[src/rtl/ipu_pattern_gen_if.sv]
// Pixel bus between the pattern generator and the IPU input, plus frame controls.
// Latency: n/a (signal bundle only).
// Backpressure: none; the pixel stream is free-running once a frame starts.
interface ipu_pattern_gen_if #(
  parameter int COLOR_W = 12
);
  // Frame control and box geometry, driven by the controller
  logic               iStart;
  logic               iContinuous;
  logic [10:0]        iBox_X;
  logic [10:0]        iBox_Y;
  logic [10:0]        iBox_W;
  logic [10:0]        iBox_H;

  // Pixel stream and frame status, driven by the generator
  logic               oDVAL;
  logic [COLOR_W-1:0] oRed;
  logic [COLOR_W-1:0] oGreen;
  logic [COLOR_W-1:0] oBlue;
  logic [10:0]        oX_Cont;
  logic [10:0]        oY_Cont;
  logic               oFrame_Start;
  logic               oFrame_Done;
  logic               oBusy;

  modport master (
    input  iStart, iContinuous, iBox_X, iBox_Y, iBox_W, iBox_H,
    output oDVAL, oRed, oGreen, oBlue, oX_Cont, oY_Cont,
           oFrame_Start, oFrame_Done, oBusy
  );

  modport slave (
    output iStart, iContinuous, iBox_X, iBox_Y, iBox_W, iBox_H,
    input  oDVAL, oRed, oGreen, oBlue, oX_Cont, oY_Cont,
           oFrame_Start, oFrame_Done, oBusy
  );
endinterface

[src/rtl/ipu_pattern_gen.sv]
// Raster test-pattern source: dark frame with one red box, with H/V blanking.
// Latency: first pixel (0,0) appears 1 cycle after iStart is sampled in IDLE.
// Backpressure: none; pixels are emitted one per cycle, consumer must keep up.
module ipu_pattern_gen #(
  parameter int H_ACTIVE = 640,
  parameter int V_ACTIVE = 480,
  parameter int H_BLANK  = 160,
  parameter int V_BLANK  = 1000,
  parameter int COLOR_W  = 12
) (
  input  logic          iCLK,
  input  logic          iRST,
  ipu_pattern_gen_if.master pix
);

  localparam int CNT_MAX = (H_BLANK > V_BLANK) ? H_BLANK : V_BLANK;
  localparam int CNT_W   = $clog2(CNT_MAX) + 1;

  typedef enum logic [1:0] {IDLE, ACTIVE, HBLANK, VBLANK} state_t;

  state_t           state, state_nxt;
  logic [10:0]      x, x_nxt;
  logic [10:0]      y, y_nxt;
  logic [CNT_W-1:0] cnt, cnt_nxt;
  logic [10:0]      bx, by, bw, bh;
  logic [10:0]      bx_nxt, by_nxt, bw_nxt, bh_nxt;
  logic             new_frame;
  logic             dval_nxt, red_nxt, start_nxt, done_nxt;
  logic [10:0]      xo_nxt, yo_nxt;

  // Box test with 12-bit end coordinates so x+w never wraps; w or h of 0 never matches.
  function automatic logic in_box(input logic [10:0] px, input logic [10:0] py,
                                  input logic [10:0] x0, input logic [10:0] y0,
                                  input logic [10:0] w,  input logic [10:0] h);
    logic [11:0] xe;
    logic [11:0] ye;
    xe = {1'b0, x0} + {1'b0, w};
    ye = {1'b0, y0} + {1'b0, h};
    return (px >= x0) && ({1'b0, px} < xe) && (py >= y0) && ({1'b0, py} < ye);
  endfunction

  // Next state, raster counters, box latch, and the next registered output values.
  always_comb begin
    state_nxt = state;
    x_nxt     = x;
    y_nxt     = y;
    cnt_nxt   = cnt;
    bx_nxt    = bx;
    by_nxt    = by;
    bw_nxt    = bw;
    bh_nxt    = bh;
    new_frame = 1'b0;

    case (state)
      IDLE: begin
        if (pix.iStart) new_frame = 1'b1;
      end
      ACTIVE: begin
        if (x == 11'(H_ACTIVE - 1)) begin
          state_nxt = HBLANK;
          x_nxt     = '0;
          cnt_nxt   = '0;
        end else begin
          x_nxt = x + 11'd1;
        end
      end
      HBLANK: begin
        if (cnt == CNT_W'(H_BLANK - 1)) begin
          if (y < 11'(V_ACTIVE - 1)) begin
            state_nxt = ACTIVE;
            y_nxt     = y + 11'd1;
            x_nxt     = '0;
          end else begin
            state_nxt = VBLANK;
            y_nxt     = '0;
            cnt_nxt   = '0;
          end
        end else begin
          cnt_nxt = cnt + CNT_W'(1);
        end
      end
      VBLANK: begin
        if (cnt == CNT_W'(V_BLANK - 1)) begin
          if (pix.iContinuous) new_frame = 1'b1;
          else                 state_nxt = IDLE;
        end else begin
          cnt_nxt = cnt + CNT_W'(1);
        end
      end
      default: state_nxt = IDLE;
    endcase

    // A new frame starts straight at pixel (0,0) with freshly latched box geometry.
    if (new_frame) begin
      state_nxt = ACTIVE;
      x_nxt     = '0;
      y_nxt     = '0;
      bx_nxt    = pix.iBox_X;
      by_nxt    = pix.iBox_Y;
      bw_nxt    = pix.iBox_W;
      bh_nxt    = pix.iBox_H;
    end

    dval_nxt  = (state_nxt == ACTIVE);
    xo_nxt    = dval_nxt ? x_nxt : 11'd0;
    yo_nxt    = (state_nxt == ACTIVE || state_nxt == HBLANK) ? y_nxt : 11'd0;
    red_nxt   = dval_nxt && in_box(x_nxt, y_nxt, bx_nxt, by_nxt, bw_nxt, bh_nxt);
    start_nxt = new_frame;
    done_nxt  = (state_nxt == VBLANK) && (cnt_nxt == CNT_W'(V_BLANK - 1));
  end

  // State, counters, box latch and all outputs are registered; reset clears everything at once.
  always_ff @(posedge iCLK or posedge iRST) begin
    if (iRST) begin
      state            <= IDLE;
      x                <= '0;
      y                <= '0;
      cnt              <= '0;
      bx               <= '0;
      by               <= '0;
      bw               <= '0;
      bh               <= '0;
      pix.oDVAL        <= 1'b0;
      pix.oRed         <= '0;
      pix.oGreen       <= '0;
      pix.oBlue        <= '0;
      pix.oX_Cont      <= '0;
      pix.oY_Cont      <= '0;
      pix.oFrame_Start <= 1'b0;
      pix.oFrame_Done  <= 1'b0;
      pix.oBusy        <= 1'b0;
    end else begin
      state            <= state_nxt;
      x                <= x_nxt;
      y                <= y_nxt;
      cnt              <= cnt_nxt;
      bx               <= bx_nxt;
      by               <= by_nxt;
      bw               <= bw_nxt;
      bh               <= bh_nxt;
      pix.oDVAL        <= dval_nxt;
      pix.oRed         <= {COLOR_W{red_nxt}};
      pix.oGreen       <= '0;
      pix.oBlue        <= '0;
      pix.oX_Cont      <= xo_nxt;
      pix.oY_Cont      <= yo_nxt;
      pix.oFrame_Start <= start_nxt;
      pix.oFrame_Done  <= done_nxt;
      pix.oBusy        <= (state_nxt != IDLE);
    end
  end

endmodule

[src/flat_wrapper.sv]
// flat-port wrapper written by rule: the top's interface ports become plain ports
module ipu_pattern_gen_flat 
#(
  parameter int H_ACTIVE = 640,
  parameter int V_ACTIVE = 480,
  parameter int H_BLANK  = 160,
  parameter int V_BLANK  = 1000,
  parameter int COLOR_W  = 12
)
  (iCLK, iRST, pix_iStart, pix_iContinuous, pix_iBox_X, pix_iBox_Y, pix_iBox_W, pix_iBox_H, pix_oDVAL, pix_oRed, pix_oGreen, pix_oBlue, pix_oX_Cont, pix_oY_Cont, pix_oFrame_Start, pix_oFrame_Done, pix_oBusy);
  ipu_pattern_gen_if #(.COLOR_W(COLOR_W)) pix_i ();
  input  logic iCLK;
  input  logic iRST;
  input wire logic [$bits(pix_i.iStart)-1:0] pix_iStart;
  input wire logic [$bits(pix_i.iContinuous)-1:0] pix_iContinuous;
  input wire logic [$bits(pix_i.iBox_X)-1:0] pix_iBox_X;
  input wire logic [$bits(pix_i.iBox_Y)-1:0] pix_iBox_Y;
  input wire logic [$bits(pix_i.iBox_W)-1:0] pix_iBox_W;
  input wire logic [$bits(pix_i.iBox_H)-1:0] pix_iBox_H;
  output wire logic [$bits(pix_i.oDVAL)-1:0] pix_oDVAL;
  output wire logic [$bits(pix_i.oRed)-1:0] pix_oRed;
  output wire logic [$bits(pix_i.oGreen)-1:0] pix_oGreen;
  output wire logic [$bits(pix_i.oBlue)-1:0] pix_oBlue;
  output wire logic [$bits(pix_i.oX_Cont)-1:0] pix_oX_Cont;
  output wire logic [$bits(pix_i.oY_Cont)-1:0] pix_oY_Cont;
  output wire logic [$bits(pix_i.oFrame_Start)-1:0] pix_oFrame_Start;
  output wire logic [$bits(pix_i.oFrame_Done)-1:0] pix_oFrame_Done;
  output wire logic [$bits(pix_i.oBusy)-1:0] pix_oBusy;
  assign pix_i.iStart = pix_iStart;
  assign pix_i.iContinuous = pix_iContinuous;
  assign pix_i.iBox_X = pix_iBox_X;
  assign pix_i.iBox_Y = pix_iBox_Y;
  assign pix_i.iBox_W = pix_iBox_W;
  assign pix_i.iBox_H = pix_iBox_H;
  assign pix_oDVAL = pix_i.oDVAL;
  assign pix_oRed = pix_i.oRed;
  assign pix_oGreen = pix_i.oGreen;
  assign pix_oBlue = pix_i.oBlue;
  assign pix_oX_Cont = pix_i.oX_Cont;
  assign pix_oY_Cont = pix_i.oY_Cont;
  assign pix_oFrame_Start = pix_i.oFrame_Start;
  assign pix_oFrame_Done = pix_i.oFrame_Done;
  assign pix_oBusy = pix_i.oBusy;
  ipu_pattern_gen #(.H_ACTIVE(H_ACTIVE), .V_ACTIVE(V_ACTIVE), .H_BLANK(H_BLANK), .V_BLANK(V_BLANK), .COLOR_W(COLOR_W)) u_core (.iCLK(iCLK), .iRST(iRST), .pix(pix_i));
endmodule
[config.mk]
export PLATFORM = sky130hd
export DESIGN_NAME = ipu_pattern_gen_flat
export DESIGN_NICKNAME = d
export VERILOG_FILES = /design/src/rtl/ipu_pattern_gen_if.sv /design/src/rtl/ipu_pattern_gen.sv /design/src/flat_wrapper.sv
export SDC_FILE = /design/constraint.sdc
export NUM_CORES = 1
export LEC_CHECK = 0
export ABC_CLOCK_PERIOD_IN_PS = 10110
export CAP_MARGIN = 20
export CORE_MARGIN = 5
export CORE_UTILIZATION = 45
export CTS_BUF_LIST = sky130_fd_sc_hd__clkbuf_4
export CTS_CLUSTER_SIZE = 24
export DETAILED_ROUTE_END_ITERATION = 10
export HOLD_SLACK_MARGIN = 0.05
export PLACE_DENSITY = 0.68
export SLEW_MARGIN = 20
export SYNTH_ARGS = -nofsm -noshare
export SYNTH_HDL_FRONTEND = slang
export SYNTH_SLANG_ARGS = --single-unit
[constraint.sdc]
create_clock -name iCLK -period 10.11 [get_ports iCLK]
set_input_delay 3.033 -clock iCLK [delete_from_list [all_inputs] [get_ports iCLK]]
set_output_delay 3.033 -clock iCLK [all_outputs]
set_load 0.005 [all_outputs]
After elaboration in Yosys (flattened, before gate mapping)
Index checks and enable logic that the tools add are counted.
{ "totals": {"wordCells": 74, "register_bits": 106, "out_inout_bits": 62, "input_bits": 48} }
{ "op_classes": {"n_lt_le_gt_ge": 5, "n_mux": 31, "reduce_logical": 8, "addsub": 5, "eq_ne": 10} }
{ "op_table": {"columns": ["operator", "count"], "rows": [
  ["$mux 11", 18],
  ["$add 11x1->11 const B", 3],
  ["$eq 11x10->1 const B", 3],
  ["$pmux 11 s3", 1],
  ["$add 11x11->12", 2],
  ["$lt 11x12->1", 2],
  ["$ge 11x11->1", 2],
  ["$pmux 11 s2", 1],
  ["$mux 2", 6],
  ["$eq 11x8->1 const B", 1],
  ["$lt 11x9->1 const B", 1],
  ["$eq 2x2->1 const B", 4],
  ["$pmux 2 s3", 1],
  ["$logic_and 1x1->1", 5],
  ["$eq 2x1->1 const B", 2],
  ["$mux 1", 3],
  ["$logic_not 2->1", 1],
  ["$pmux 1 s2", 1],
  ["$reduce_bool 2->1", 1],
  ["$logic_or 1x1->1", 1]
]} }

Depth between registers and ports, before layout
{ "logic_depth": {"word_depth": 10, "ltp_mapped": 29, "ltp_nobuf": 25} }

Worst setup path before layout
No wires, ideal clock.
{ "synth_path": {"path_kind": "in2reg", "start": "input port pix_iContinuous", "end": "register u_core.pix.oRed[0] (netlist name)", "arrival_ps": 7802, "setup_ps": 105, "cell_stages": 24, "n_path_buf": 3, "path_slack_ps": 2203, "required_ps": 10005, "cell_sequence": "and3_1 -> nand4_1 -> and2_1 -> clkbuf_1 -> or2_2 -> buf_2 -> buf_1 -> mux2i_1 -> inv_1 -> ha_1 -> a21o_1 -> a21oi_1 -> or4_1 -> o221ai_1 -> a211o_1 -> a21oi_1 -> xor2_1 -> ha_1 -> a2111oi_0 -> o21ai_0 -> a311o_1 -> o21ba_2 -> o21ai_0 -> nor4b_1"} }
{ "synth_via": {"elab_chain_len": 10, "elab_cells_between_ends": 24, "cone_classes": "add/sub (2); order compare (4); eq/ne (1); mux (13); reduce/logical (4)"} }
{ "synth_rtl": {"columns": ["item", "line_no", "source"], "rows": [
  ["from (decl)", "flat_wrapper.sv:15", "input wire logic [$bits(pix_i.iContinuous)-1:0] pix_iContinuous;"],
  ["$mux 1", "ipu_pattern_gen.sv:84", "if (pix.iContinuous) new_frame = 1'b1;"],
  ["$mux 1", "ipu_pattern_gen.sv:83", "if (cnt == CNT_W'(V_BLANK - 1)) begin"],
  ["$pmux 1 s2", "ipu_pattern_gen.sv:54", "case (state)"],
  ["$mux 11", "ipu_pattern_gen.sv:94", "if (new_frame) begin"],
  ["named net u_core.bw_nxt[1]", "ipu_pattern_gen.sv:26", "logic [10:0] bx_nxt, by_nxt, bw_nxt, bh_nxt;"],
  ["$add 11x11->12", "ipu_pattern_gen.sv:37", "xe = {1'b0, x0} + {1'b0, w};"],
  ["$lt 11x12->1", "ipu_pattern_gen.sv:39", "return (px >= x0) && ({1'b0, px} < xe) && (py >= y0) && ({1'b0, py} < ye);"],
  ["$logic_and 1x1->1 (3 in series)", "ipu_pattern_gen.sv:39", null],
  ["$logic_and 1x1->1", "ipu_pattern_gen.sv:107", "red_nxt = dval_nxt && in_box(x_nxt, y_nxt, bx_nxt, by_nxt, bw_nxt, bh_nxt);"],
  ["named net u_core.red_nxt", "ipu_pattern_gen.sv:28", "logic dval_nxt, red_nxt, start_nxt, done_nxt;"]
]} }
The timed path passes the listed nets, and every way through them passes these cells.

Worst setup path in the final report
{ "layout_path": {"start": "input port pix_iContinuous", "end": "register u_core.pix.oRed[0] (netlist name)"} }
{ "layout_via": {"elab_cells_between_ends": 24, "cone_classes": "add/sub (2); order compare (4); eq/ne (1); mux (13); reduce/logical (4)"} }
{ "layout_lines": {"columns": ["item", "line_no"], "rows": [
  ["$mux 1 (*)", "ipu_pattern_gen.sv:84"],
  ["$mux 1 (*)", "ipu_pattern_gen.sv:83"],
  ["$pmux 1 s2 (*)", "ipu_pattern_gen.sv:54"],
  ["$mux 11 (*)", "ipu_pattern_gen.sv:94"],
  ["named net u_core.by_nxt[0]", "ipu_pattern_gen.sv:26"],
  ["$add 11x11->12 / $ge 11x11->1 (equally long branches)", "ipu_pattern_gen.sv:38, ipu_pattern_gen.sv:39"],
  ["$lt 11x12->1 / $logic_and 1x1->1 (equally long branches)", "ipu_pattern_gen.sv:39"],
  ["$logic_and 1x1->1 (*)", "ipu_pattern_gen.sv:39"],
  ["$logic_and 1x1->1 (*)", "ipu_pattern_gen.sv:107"],
  ["named net u_core.red_nxt", "ipu_pattern_gen.sv:28"]
]} }
Mark *: on every way through the listed nets, which the timed path passes. The rest lies on a longest branch.

==> results list <==
* Largest vdd supply drop: 0.000154 V
- Across every metal layer, demand over resource in global routing totals 17.8%.
- Entering global routing, the biggest net connects 70 pins.
- For this configuration, the core starts out at a cell density of 46.1%.
- Port Buffer Count: 85
- Count of placed standard cells in the final layout, fillers left out: 1062
* Final count of hold timing violations: 0
- The number of global-route vias before repair was 5248.
- RSZ-0062 raised after global routing: no
- Row count: 45
- For this run, design rule violations remaining after detail routing come to 0.
- Buffers added to address setup during post-CTS repair amount to 0.
- Clock buffers created by TritonCTS: 9
- Antenna violations before repair: 1
* Result of the run: finished, final reports clean
- The synthesized design contains 0 enable-type register cells.
* Vertical die dimension: 135 um
- For this block, the via count after detailed routing is 5604.
- Post-synthesis area per instance: 9.12 um^2
- Synthesis inferred 106 register bits.
* Worst-Margin Slew: 0.879 ns
- In the post-synthesis netlist, the biggest area contributors are dfrtp_1, ha_1, nand2_1.
- Sequential-to-total area share from yosys stat: 37.5%
- Counting flops with an async set or reset pin after synthesis yields a share of 100%.
- Kind of critical path: in -> reg
* Highest attainable clock frequency: 0.119 GHz
- Iteration-0 DRC count of the detailed router: 386
* Post-route clock period utilization: 83.0%
* Later-pin clock latency in the skew report: 0.50 ns
- Summed over all failing endpoints, the final setup total negative slack is 0 ns.
* Max H-tree Level: 3
- STA puts the critical path data arrival time at 8.80 ns.
* Signed area change from the synthesized netlist to the final layout: 14.4%
- Num Clock Sinks: 106
* Largest clock skew in the final design: 0.0243 ns
- The detail route stage leaves a number of antenna-violating nets equal to 0.
* Total setup violations reported at the end of the flow: 0
- The Yosys step of the flow raised 0 warnings.
- Req. time, crit path: 10.51 ns
- For this run, the leading register cell type out of synthesis is dfrtp_1.
- The max-slew violation total from the final report was 0.
- In this run the worst path has a maximum fanout of 34.
- At the end of routability-driven placement, the weighted congestion stood at 0.920.
* Register clock-pin slew on the reported worst setup and hold paths: 0.16 ns
- Max-cap violations in this run came to 0.
* Quantity of hold-fixing buffers added after cts: 0
- Of all cell types, the one taking the most synthesized area is dfrtp_1.
* DR pass1 iterations: 7
- In the final routed layout, each cell accounts on average for 15.3 um.
* Post-synthesis instance total: 775
* Kind of capture point of the worst setup path: register
- Die area: 18300 um^2
* First-pass GRT wire length: 26300 um
- In the final layout, the share of cells above drive strength 1 is 5.06%.
- Among all cell types in the netlist, the one instantiated most often is nand2_1.
* Distinct cell type count of the synthesized netlist: 82
- Cell at the root of the clock tree: clkbuf_4
- Using the TritonRoute via totals, the vias-per-cell ratio works out to 5.28.
* Commonest cells in the netlist: nand2_1, dfrtp_1, ha_1
* Total gr overflow: 0
- Count of pins on the block boundary: 110
- Final Critical Period: 8.39 ns
- PwrDens: 257 nW/um^2
- Die W: 135 um
- Net count reported at finish: 970
* Relative slew margins: 41.4%
* Core region area: 15300 um^2
- The final layout contains routed wiring with a total length of 16200 um.
* Hold/Removal Path Class: reg -> reg
* Cell total after placement: 1045
- Gates resized during post-CTS repair numbered 0.
- Detailed placement ended at an HPWL of 12100 um.
* TritonCTS clock tree: built
- Area fraction of the dominant cell type after synthesis: 37.5%
- Static leakage power: 0.00404 uW
- Number of fill cells: 1473
- Counting along the longest clock path gives a buffer depth of 2.
- The mapped netlist covers 7070 um^2.
* Kind of start point of the critical path: primary input
## final timing paths
path / slack [ns] / depth (start not counted) / end / from
max in group asynchronous: 5.96 / 3 / u_core.bw[8]$_DFF_PP0_ / iRST
worst min register to register: 0.50 / 2 / u_core.bh[7]$_DFF_PP0_ / u_core.bh[7]$_DFF_PP0_
min in group asynchronous: 2.88 / 2 / u_core.pix.oY_Cont[8]$_DFF_PP0_ / iRST
worst max-delay path: 1.72 / 26 / u_core.pix.oRed[0]$_DFF_PP0_ / pix_iContinuous
worst min-delay path: 0.50 / 2 / u_core.bh[7]$_DFF_PP0_ / u_core.bh[7]$_DFF_PP0_
worst max register to register: 3.82 / 26 / u_core.pix.oRed[0]$_DFF_PP0_ / u_core.state[1]$_DFF_PP0_
## area by class of cell
type	count	area, um^2	share of cell area, %
diodes	1	2.50	0.0310
clock buffers	10	75.1	0.929
clock inverters	6	66.3	0.820
inverters	46	175	2.17
multi-input cells	593	3970	49.1
flip-flops and latches	106	2650	32.8
well taps	211	264	3.27
repair buffers	89	881	10.9
## critical path, stage by stage
cell and delay, ns:
clkdlybuf4s50_1 0.44, and3_1 0.19, nand4_1 0.12, and2_1 0.34, or2_2 0.38, buf_4 0.34
inv_2 0.17, buf_4 0.29, nand2_1 0.11, nand2_1 0.09, ha_1 0.25, fa_1 0.41
a21o_1 0.17, a21oi_1 0.21, o21bai_1 0.09, a21oi_1 0.21, o21ai_0 0.20, mux2i_1 0.18
nor2_1 0.07, ha_1 0.29, nor2b_1 0.13, a2111oi_0 0.48, nand2_1 0.10, a31oi_1 0.16
nor3_1 0.07, nor4b_1 0.23
## report_power, final
| part | internal [uW] | switching [uW] | total (uW) | leakage (uW) |
|---|---|---|---|---|
| registers | 523 | 40.0 | 563 | 0.00140 |
| logic | 543 | 745 | 1290 | 0.00257 |
| clock network | 78.7 | 150 | 229 | 0.0000707 |
## routing by layer
metal	GRT usage [%]	vias to the layer above	share of wire, %
li1	-	2810	-
met1	25.9	2636	49
met2	27.2	144	44
met3	3.97	14	5.6
met4	3.70	0	1.1
met5	0	-	0
## stage by stage
stage | total power, uW | utilization [%] | instance area [um^2] | setup WS [ns] | hold slack, ns
5_1_grt | 2290 | 52.8 | 8090 | 1.11 | 0.535
3_3_place_gp | 1840 | 51.9 | 7940 | 1.37 | 0.461
2_1_floorplan | 1570 | - | 7150 | 2.20 | 0.444
4_1_cts | 2090 | 52.8 | 8080 | 1.72 | 0.505
6_report | 2080 | 52.8 | 8090 | 1.72 | 0.501
3_5_place_dp | 1850 | 51.9 | 7940 | 1.19 | 0.467
## cell usage in the layout (no fill, tap or decap), types with 7 or more instances in the layout
| cell type | netlist | final |
|---|---|---|
| nor3_1 | 13 | 13 |
| and2_1 | 12 | 12 |
| nor2_1 | 40 | 40 |
| or3_1 | 7 | 7 |
| ha_1 | 75 | 75 |
| mux2i_1 | 17 | 17 |
| dfrtp_1 | 106 | 106 |
| clkdlybuf4s50_1 | 0 | 85 |
| clkbuf_4 | 0 | 10 |
| conb_1 | 1 | 24 |
| o21ai_0 | 37 | 37 |
| nand2_1 | 140 | 140 |
| o21a_1 | 8 | 8 |
| and3_1 | 7 | 7 |
| nand3_1 | 17 | 17 |
| xnor2_1 | 12 | 12 |
| inv_1 | 45 | 44 |
| nor2b_1 | 16 | 16 |
| xor2_1 | 8 | 8 |
| a21oi_1 | 38 | 38 |
| nand4_1 | 9 | 9 |
| a21o_1 | 15 | 15 |
## flip-flops by register name, indices dropped and copies added, names as in the netlist, 11 cells and up
| signal | flops |
|---|---|
| u_core.pix.oX_Cont | 11 |
| u_core.bx | 11 |
| u_core.x | 11 |
| u_core.by | 11 |
| u_core.bw | 11 |
| u_core.y | 11 |
| u_core.bh | 11 |
| u_core.cnt | 11 |
| u_core.pix.oY_Cont | 11 |
## cell families after synthesis
family | count (synthesis) | share of synthesized area (%)
compound gates | 161 | 15.8
other cells | 1 | 0.0531
buf+inv | 99 | 7.52
mux | 17 | 2.41
flops | 106 | 37.5
xor+xnor | 20 | 2.48
simple gates | 294 | 20.3
fa+ha+maj | 77 | 13.8
(Power assumes the default switching activity.)
==> RTL edit 1 (same settings) <==
`COLOR_W` is set to 12 in 3 places; all go to 6.
--- a/src/rtl/ipu_pattern_gen_if.sv
+++ b/src/rtl/ipu_pattern_gen_if.sv
@@ -2,7 +2,7 @@
 // Latency: n/a (signal bundle only).
 // Backpressure: none; the pixel stream is free-running once a frame starts.
 interface ipu_pattern_gen_if #(
-  parameter int COLOR_W = 12
+  parameter int COLOR_W = 6
 );
   // Frame control and box geometry, driven by the controller
   logic               iStart;
--- a/src/rtl/ipu_pattern_gen.sv
+++ b/src/rtl/ipu_pattern_gen.sv
@@ -6,7 +6,7 @@
   parameter int V_ACTIVE = 480,
   parameter int H_BLANK  = 160,
   parameter int V_BLANK  = 1000,
-  parameter int COLOR_W  = 12
+  parameter int COLOR_W  = 6
 ) (
   input  logic          iCLK,
   input  logic          iRST,
--- a/src/flat_wrapper.sv
+++ b/src/flat_wrapper.sv
@@ -5,7 +5,7 @@
   parameter int V_ACTIVE = 480,
   parameter int H_BLANK  = 160,
   parameter int V_BLANK  = 1000,
-  parameter int COLOR_W  = 12
+  parameter int COLOR_W  = 6
 )
   (iCLK, iRST, pix_iStart, pix_iContinuous, pix_iBox_X, pix_iBox_Y, pix_iBox_W, pix_iBox_H, pix_oDVAL, pix_oRed, pix_oGreen, pix_oBlue, pix_oX_Cont, pix_oY_Cont, pix_oFrame_Start, pix_oFrame_Done, pix_oBusy);
   ipu_pattern_gen_if #(.COLOR_W(COLOR_W)) pix_i ();
Interface: changed (resized pix_oBlue, pix_oGreen and pix_oRed); port bits go from 110 to 92. No check against the original RTL was run, so the function may have changed too.
==> RTL edit 1 against the unedited design <==
Sequential cell count unchanged. Cell area is 2.1% lower. Clock power shrank 14%. Synthesized area down 1.9%. Worst setup slack better by 0.088 ns. Routed wire length grew 1.0%. Sequential share of layout area rose by 0.69 points. Total power down 0.72%.
==> RTL edit 1: results (changes against the unedited design) <==
status=finished clean (unchanged); mux contribution to synthesized area=2.455% (was 2.408%); PortBufs=79 (was 85); share of cells above drive strength 1=5.048% (was 5.059%); Via density=5.467 (was 5.277); pin slew with the least headroom to its limit=0.7635 ns (was 0.8788 ns); drt total wl=16370 um (was 16210 um); core area=15150 um2 (was 15310 um2); 1st-iter DRT viols=478 (was 386); Buffers, non-clock=83 (was 89); Synth area leaders=dfrtp_1 (38%), ha_1 (14%), nand2_1 (7.6%) (was dfrtp_1 (38%), ha_1 (13%), nand2_1 (7.4%)); fin nets=952 (was 970); VDD IR max=0.0001568 V (was 0.0001535 V); largest net degree at the start of global routing=56 (was 70); syn avg cell area=9.157 um2 (was 9.118 um2); fillers=1422 (was 1473); met1 Use GR=26.88% (was 25.94%); Layout area overhead=14.24% (was 14.41%); leakage=3.972 nW (was 4.040 nW); seq_cells=106 (unchanged); GR Util met2=28.02% (was 27.16%); multi-input logic cell count=581 (was 593); Post-Synth Adder-Cell Area=14.12% (was 13.85%); crit-path max FO=32 (was 34); worst clock skew=0.01033 ns (was 0.02434 ns); hold path startpoint=u_core.bw[9] (was u_core.bh[7]); area of placed instances=7807 um2 (was 7941 um2)
[RTL edit 1: cell types whose count changed after synthesis, sizes merged]
cell and delta:
buf -18
[RTL edit 1: worst register-to-register path, stage by stage (launching register included)]
cell,delay (ns)
dfrtp_1,0.48
ha_1,0.29
and4b_2,0.28
nand4_1,0.13
and2_1,0.30
or2_2,0.56
inv_2,0.26
buf_4,0.32
nand2_1,0.12
nand2_1,0.09
ha_1,0.25
fa_1,0.41
a21o_1,0.18
a21oi_1,0.22
o21bai_1,0.09
a21oi_1,0.21
o21ai_0,0.20
mux2i_1,0.18
nor2_1,0.06
ha_1,0.30
nor2b_1,0.13
a2111oi_0,0.47
nand2_1,0.10
a31oi_1,0.18
nor3_1,0.08
nor4b_1,0.22
[RTL edit 1: routing by layer]
metal  vias to the layer above  wire length [um]
met2                       129              7178
met3                        17               861
met5                         -                 0
li1                       2790                 -
met4                         0               236
met1                      2646              8097
[RTL edit 1: power by group]
part           internal [mW]  leakage [nW]  switching (mW)
Combinational          0.545          2.51           0.760
Clock                 0.0515        0.0612           0.145
Sequential             0.523          1.40          0.0409
Total                   1.12          3.97           0.946
[RTL edit 1: path summary, 6_finish.rpt]
| kind | slack (ns) | depth (start not counted) | end |
|---|---|---|---|
| max in group asynchronous | 5.97 | 3 | u_core.pix.oX_Cont[1] |
| worst max-delay path | 1.81 | 25 | u_core.pix.oRed[0] |
| worst min-delay path | 0.50 | 2 | u_core.bw[9] |
| min in group asynchronous | 3.00 | 2 | u_core.pix.oY_Cont[2] |
| worst max register to register | 3.94 | 25 | u_core.pix.oRed[0] |
| worst min register to register | 0.50 | 2 | u_core.bw[9] |
==> RTL edit 2 (same settings) <==
Made on the original files. Reset style: synchronous (`iRST`), changed in one clocked block.
--- a/src/rtl/ipu_pattern_gen.sv
+++ b/src/rtl/ipu_pattern_gen.sv
@@ -110,7 +110,7 @@
   end
 
   // State, counters, box latch and all outputs are registered; reset clears everything at once.
-  always_ff @(posedge iCLK or posedge iRST) begin
+  always_ff @(posedge iCLK) begin
     if (iRST) begin
       state            <= IDLE;
       x                <= '0;
Behaviour: differs if iRST is asserted again (counterexample within 4 cycles, from zero or initial values and one cycle with iRST high); with iRST held inactive, the same outputs for 10 cycles.
==> RTL edit 2 against the unedited design <==
Sequential share of layout area shrank 6.3 points. Worst setup slack better by 0.68 ns. Critical path depth fell by 9. Cell area shrank 0.97%. Sequential cell count unchanged. Synthesized area down 0.78%. Register-to-register slack improved by 0.77 ns. Routed wire length increased by 2.1%. Clock skew grew 0.011 ns. First-iteration DRC count decreased by 11%. Via count up 6.2%. Utilization is 0.32 points lower. Critical path type unchanged.
Power is not compared: it rests on default switching activity, and its combinational part moved more than twofold at a synthesized area within 25%.
==> RTL edit 2: results (changes against the unedited design) <==
status=finished clean (unchanged); Placement Setup Slack=1.815 ns (was 1.193 ns); via count=5954 (was 5604); post-synthesis async set-or-reset flop share=0% (was 100.0%); reg-to-reg critical path endpoint=u_core.pix.oRed[0] (unchanged); Yosys Warn Count=0 (unchanged); first-pass GRT wire length=27520 um (was 26330 um); worst-skew pair later-pin latency=0.52 ns (was 0.50 ns); hold path startpoint=u_core.bw[7] (was u_core.bh[7]); 1st-iter DRT viols=342 (was 386); max cap viols=0 (unchanged); CP max stage cell=a21oi_4 (was a2111oi_0); H-tree depth=3 (unchanged); syn avg cell area=8.059 um2 (was 9.118 um2); critical path arrival=8.16 ns (was 8.80 ns); Seq/Total Area, Yosys=30.26% (was 37.54%); post-route insts no fill=1143 (was 1062); total power draw=993.4 uW; dpl hpwl=12590 um (was 12140 um); GR Util met2=28.35% (was 27.16%); antenna viol nets, final=0 (unchanged); Yosys cell types=81 (was 82); Register-to-Register Path Depth=17 (was 26); area of placed instances=7830 um2 (was 7941 um2); Final period util=76.24% (was 83.01%); Post-synth top cells=nand2_1 (118), dfxtp_1 (106), nor2_1 (102) (was nand2_1 (140), dfrtp_1 (106), ha_1 (75)); worst clock skew=0.03517 ns (was 0.02434 ns); per-cell routed wire length=14.47 um (was 15.26 um); Switch Pwr=333.6 uW; VDD IR max=0.00008114 V; met1 Use GR=25.84% (was 25.94%); largest net degree at the start of global routing=83 (was 70); Worst-path clk slew=0.20 ns (was 0.16 ns); RePlAce Congestion=0.8573 (was 0.9200); GRT Util Overall=18.37% (was 17.76%); initial antenna violation count=1 (unchanged); Worst R2R Start=u_core.state[1] (unchanged); CTS Buf Count=9 (unchanged); Post-CTS Setup Bufs=0 (unchanged); CTS Buffer Depth=2 (unchanged); hold endpoint=u_core.bw[7] (was u_core.bh[7]); Top Family by Delay on Critical Path=compound AO/OA/AOI/OAI gates (was simple AND/OR/NAND/NOR gates); slack of the worst reg-to-reg path=4.59 ns (was 3.82 ns); pin slew with the least headroom to its limit=0.8821 ns (was 0.8788 ns); vias in the first global route=5540 (was 5248); Met2 Routed Length=7326 um (was 7172 um); met3 WL=831 um (was 904 um); met3 Track Usage GR=3.539% (was 3.975%); post-CTS sizing=0 (unchanged); cts-stage hold buffer count=0 (unchanged); PortBufs=85 (unchanged); CP peak stage delay=0.71 ns (was 0.48 ns); share of cells above drive strength 1=5.585% (was 5.059%); DR pass1 iterations=5 (was 7); wl on met1=8053 um (was 7955 um); crit-path max FO=24 (was 34); Synth area leaders=dfxtp_1 (30%), ha_1 (13%), nand2_1 (6.3%) (was dfrtp_1 (38%), ha_1 (13%), nand2_1 (7.4%)); worst hold slack=0.4750 ns (was 0.5011 ns)
## RTL edit 2: changes by cell type after synthesis, sizes merged, moves of 21 or more
cell | unedited run | this run
nand2 | 140 | 119
dfrtp | 106 | 0
dfxtp | 0 | 106
nor2 | 40 | 102
a21oi | 38 | 64
## RTL edit 2: area by class of cell
class,instances,area (um2)
Fill cell,1514,7252
Multi-Input combinational cell,664,4358
Sequential cell,106,2122
Timing Repair Buffer,89,875.8
Tap cell,211,264.0
Inverter,56,210.2
Clock inverter,7,106.4
Clock buffer,9,67.56
Antenna cell,1,2.502
## RTL edit 2: kinds of logic after synthesis
logic type / Yosys count / share of synthesized area (%)
other cells: 1 / 0.05348
fa+ha+maj: 77 / 13.94
compound gates: 180 / 17.34
buf+inv: 123 / 8.815
xor+xnor: 21 / 2.623
flops: 106 / 30.26
mux: 25 / 3.587
simple gates: 337 / 23.38
